File: src/rtl/mealy_ctx_arbiter.sv
// rtl/mealy_ctx_arbiter.sv - one shared 4-state Mealy engine time-multiplexed over N round-robin requesters
module mealy_ctx_arbiter #(
    parameter int N    = 4,
    parameter int CNTW = 8,
    localparam int IDW = (N > 1) ? $clog2(N) : 1
) (
    input  logic              clk,
    input  logic              rst,
    input  logic              en,
    input  logic [N-1:0]      req,
    input  logic [N-1:0]      a,
    input  logic [N-1:0]      clr,
    output logic [N-1:0]      gnt,
    output logic              resp_valid,
    output logic [IDW-1:0]    resp_id,
    output logic              resp_z,
    output logic [1:0]        resp_state,
    output logic [2*N-1:0]    ctx_state,
    output logic [CNTW-1:0]   z_cnt
);

    typedef enum logic [1:0] {
        S0 = 2'd0,
        S1 = 2'd1,
        S2 = 2'd2,
        S3 = 2'd3
    } state_t;

    logic [2*N-1:0] ctx;
    logic [2*N-1:0] ctx_next;
    logic [IDW-1:0] ptr;
    logic [IDW-1:0] ptr_next;
    logic [IDW-1:0] gidx;
    logic [IDW-1:0] idx;
    logic [IDW:0]   sum;
    logic [N-1:0]   elig;
    logic           gfound;
    logic           a_g;
    state_t         cur_st;
    state_t         nxt_st;
    logic           step_z;

    // Gating with rst keeps gnt low for the whole reset window, not just at edges.
    assign elig = req & ~clr & {N{en & ~rst}};

    always_comb begin
        gnt    = '0;
        gidx   = '0;
        gfound = 1'b0;
        sum    = '0;
        idx    = '0;
        for (int k = 0; k < N; k++) begin
            sum = {1'b0, ptr} + (IDW+1)'(k);
            if (sum >= (IDW+1)'(N)) begin
                sum = sum - (IDW+1)'(N);
            end
            idx = sum[IDW-1:0];
            if (!gfound && elig[idx]) begin
                gfound   = 1'b1;
                gidx     = idx;
                gnt[idx] = 1'b1;
            end
        end
    end

    always_comb begin
        a_g    = a[gidx];
        cur_st = state_t'(ctx[{gidx, 1'b0} +: 2]);
        nxt_st = cur_st;
        step_z = 1'b0;
        case (cur_st)
            S0: begin
                nxt_st = a_g ? S3 : S0;
                step_z = a_g;
            end
            S1: begin
                nxt_st = a_g ? S0 : S1;
                step_z = a_g;
            end
            S2:      nxt_st = a_g ? S1 : S2;
            S3:      nxt_st = a_g ? S1 : S2;
            default: nxt_st = S0;
        endcase
    end

    // A cleared requester is never granted, so clear and advance cannot collide.
    always_comb begin
        ctx_next = ctx;
        for (int i = 0; i < N; i++) begin
            if (clr[i]) begin
                ctx_next[2*i +: 2] = S0;
            end else if (gnt[i]) begin
                ctx_next[2*i +: 2] = nxt_st;
            end
        end
    end

    always_comb begin
        ptr_next = ptr;
        if (gfound) begin
            ptr_next = (gidx == IDW'(N-1)) ? '0 : gidx + IDW'(1);
        end
    end

    always_ff @(posedge clk or posedge rst) begin
        if (rst) begin
            ctx        <= '0;
            ptr        <= '0;
            resp_valid <= 1'b0;
            resp_id    <= '0;
            resp_z     <= 1'b0;
            resp_state <= 2'd0;
            z_cnt      <= '0;
        end else begin
            ctx        <= ctx_next;
            ptr        <= ptr_next;
            resp_valid <= gfound;
            if (gfound) begin
                resp_id    <= gidx;
                resp_z     <= step_z;
                resp_state <= nxt_st;
                if (step_z && (z_cnt != {CNTW{1'b1}})) begin
                    z_cnt <= z_cnt + CNTW'(1);
                end
            end
        end
    end

    assign ctx_state = ctx;

endmodule

File: config.mk
export PLATFORM = sky130hd
export DESIGN_NAME = mealy_ctx_arbiter
export DESIGN_NICKNAME = d
export VERILOG_FILES = /design/src/rtl/mealy_ctx_arbiter.sv
export SDC_FILE = /design/constraint.sdc
export NUM_CORES = 1
export LEC_CHECK = 0
export CAP_MARGIN = 10
export CORE_ASPECT_RATIO = 1.1
export CORE_MARGIN = 2
export CORE_UTILIZATION = 30
export CTS_CLUSTER_DIAMETER = 30
export CTS_CLUSTER_SIZE = 24
export DETAILED_ROUTE_END_ITERATION = 8
export PLACE_DENSITY_LB_ADDON = 0.2
export SYNTH_ARGS = -nofsm -noshare
export SYNTH_HDL_FRONTEND = slang
export SYNTH_SLANG_ARGS = --single-unit
File: constraint.sdc
create_clock -name clk -period 7 [get_ports clk]
set_input_delay 1.4 -clock clk [delete_from_list [all_inputs] [get_ports clk]]
set_output_delay 1.4 -clock clk [all_outputs]
set_load 0.01 [all_outputs]
==> impl_metrics.toml <==
[clock_tree]
root_buffer = "clkbuf_8"
cts_buffers = 3
path_clk_slew_ps = 90
hold_buffers = 0
post-cts-setup-buffers = 0
clkLatencyLatePin_ps = 280
cts_tree = "done"
clkSinkCount = 24
htreeDepth = 1
clk_path_buf_depth = 2
cts_resized = 0

[yosys]
synth_area_um2 = 1960
ys_dominant_reg_cell = "dfrtp_1"
synth_top_area_cell = "dfrtp_1"
syn_inst = 217
synth-seq-area-share_pct = 30.6
async_flop_share_pct = 100
syn_area_per_cell_um2 = 9.04
synth_edf_count = 0
yosysTopAreaCellShare_pct = 30.6
syn_nets = 238
synth_warnings = 0
synth_area_leaders = "dfrtp_1 31%, ha_1 3.8%, nand3_1 3.8%, xor2_1 3.1%, nand2_1 3.1%"
synth-seq-cells = 24
synth_cell_types = 60

[floorplanning]
start_util_pct = 31.5
dieArea_um2 = 7200
coreArea_um2 = 6230
rows = 30
die_w_um = 81.1
io_pins = 41
fp.dieH_um = 88.8

[pwr]
power.density_nw_per_um2 = 364
ir_worst_vdd_mv = 0.161
combPwrFrac_pct = 60.8
p_clk_share_pct = 13.9
p_int_uw = 513
p_sw_uw = 400
seqPwrFrac_pct = 25.4
p_leak_uw = 0.00106
p_sw_share_pct = 43.8

[critical_path]
critical_path.endpoint_type = "primary output"
max_stage_delay_ps = 630
worstSetupStartpointType = "input pin"
crit_chain = "clkdlybuf4s50_1 > and4bb_4 > mux2i_2 > mux2i_2 > a221o_1 > a22o_1 > clkdlybuf4s50_1"
critPathKind = "input pin to primary output"
crit_slowest_cell = "mux2i_2"
critPathTopFamily = "buffers and inverters"
cp_data_required_time_ps = 5600
critPathBufInv = 2
arrival_ps = 4100
critical_path.max_fanout = 16

[sta]
layout_min_cycle_time_ps = 5500
max_slew_margin_pct = 34.4
worstMarginPinSlew_ps = 983
final_hold_viol_count = 0
max_freq_mhz = 182
finalClockSkew_ps = 4.62
setup_violations = 0
fin_crit_sh_pct = 78.6
drv_slew = 0
rsz0062_at_grt = "no"
finalSetupTns_ps = 0

[route]
wl_per_cell_um = 16.5
vias = 1832
drt-total-wl_mm = 5.54
antenna_left = 0
drc = 0
drt_iter0_markers = 103
post_drt_via_cell_ratio = 5.47
dr.pass1.iters = 4

[cells_and_area]
syn_to_final_growth_pct = 27.8
seq_area_um2 = 601
diodes = 0
num-fill-cells = 667
final_cells = 335
multiInputGateArea_um2 = 1260
drive_gt1_share_pct = 11.4
fin_nets = 277
final_core_util_pct = 40.2

[grt]
antenna_found_initial = 0
grt-ovfl-total = 0
grt_pass1_wl_mm = 9.36
grt_pass1_vias = 1840
grtUsageTotal_pct = 16.8
grt_max_degree = 26

[placed_design]
port_buffers = 40
place_congestion = 0.805
place_inst = 331
hpwl_mm = 4.08

[flow_run]
cap_viol_max_count = 0

[status]
status = "finished clean"

[min_path]
hp-class = "register to register"
logic make-up (layout without fill, tap and decap cells):
logic type / after synthesis / count (layout) / synth area share (%)
buffers and inverters: 23 / 61 / 5.04
and+or+nand+nor: 89 / 89 / 26.9
xor gates and xnor gates: 8 / 8 / 3.57
AOI/OAI and AO/OA: 57 / 57 / 24.2
adders and majority gates: 6 / 6 / 3.83
muxes: 10 / 10 / 5.87
DFF: 24 / 24 / 30.6
sequential cells by signal, summed over array words and instances (netlist names):
| register | cells |
|---|---|
| resp_z | 1 |
| z_cnt | 8 |
| ctx_state | 8 |
| resp_valid | 1 |
| resp_state | 2 |
| resp_id | 2 |
| ptr | 2 |
power groups by stage:
stage               combinational, uW  sequential, uW  clock, uW
finish                            555             232        127
global route                      612             242        135
CTS                               556             233        130
detailed placement                551             235          0
global placement                  550             236          0
floorplan                         347             245          0
final timing paths:
kind	cells past startpoint	startpoint	slack [ps]	end
max	7	clr[1]	1500	gnt[1]
min	1	resp_id[1]	490	resp_id[1]
max reg2reg	11	ptr[0]	2890	ctx_state[2]
min reg2reg	1	resp_id[1]	490	resp_id[1]
max in group asynchronous	2	rst	4620	ctx_state[3]
min in group asynchronous	2	rst	1780	resp_id[1]
stage by stage:
step           setup WS [ps]  hold slack [ps]  total power (uW)  area [um2]
6_report                1500              488               913        2500
5_1_grt                 1330              521               989        2500
4_1_cts                 1510              495               918        2500
3_5_place_dp            1520              473               786        2430
3_3_place_gp            1540              463               786        2430
2_1_floorplan           2780              515               591        1960
worst reg2reg max path, stage by stage (launching register included):
cell and delay [ps]:
dfrtp_1 330, buf_4 280, inv_2 200, ha_1 570, and3_1 230, nor2_1 60, o41ai_2 610, o21a_1 400
o211ai_1 180, a22oi_1 710, or3b_2 250, o311ai_0 150
cell usage after synthesis (all sizes together), types with 2 or more instances:
cell type  instances
a22o               4
dfrtp             24
a311oi             4
mux2i              7
or3                2
and3               3
a22oi              2
a31oi              4
inv               15
nor2              12
a2111oi            2
a221o              5
o41ai              3
o21ai              5
mux2               3
nor3b              3
nand2b             7
nor4               6
and2               3
a21oi              5
and4bb             3
buf                6
xor2               7
a21o               4
a221oi             2
nor2b              8
nand3             15
o211ai             2
clkbuf             2
nand2             16
ha                 6
or3b               4
o31ai              3
o311ai             4
nor3               3
per-layer routing:
metal  share of wire [%]  global-route usage, %  up-vias
li1                    -                      -      901
met1                  48                   23.1      881
met2                  46                   28.0       45
met3                 4.7                   1.94        5
met4                 1.1                   4.62        0
met5                   0                      0        -
cell usage in the layout (no fill, tap or decap), types with 5 or more instances in the layout:
master | netlist | routed
a21oi_1 | 5 | 5
a221o_1 | 5 | 5
clkdlybuf4s50_1 | 0 | 40
dfrtp_1 | 24 | 24
ha_1 | 6 | 6
inv_1 | 13 | 13
mux2i_1 | 5 | 5
nand2_1 | 16 | 16
nand2b_1 | 7 | 7
nand3_1 | 15 | 15
nor2_1 | 11 | 11
nor2b_1 | 8 | 8
nor4_1 | 6 | 6
xor2_1 | 7 | 7
area by class of cell:
type                    count  area share [%]
repair buffers             42            16.6
flip-flops and latches     24            24.0
clock inverters             1            1.20
multi-input cells         170            50.3
well taps                  80            4.00
inverters                  15            2.25
clock buffers               3            1.65
Power figures use the tool's default switching activity.
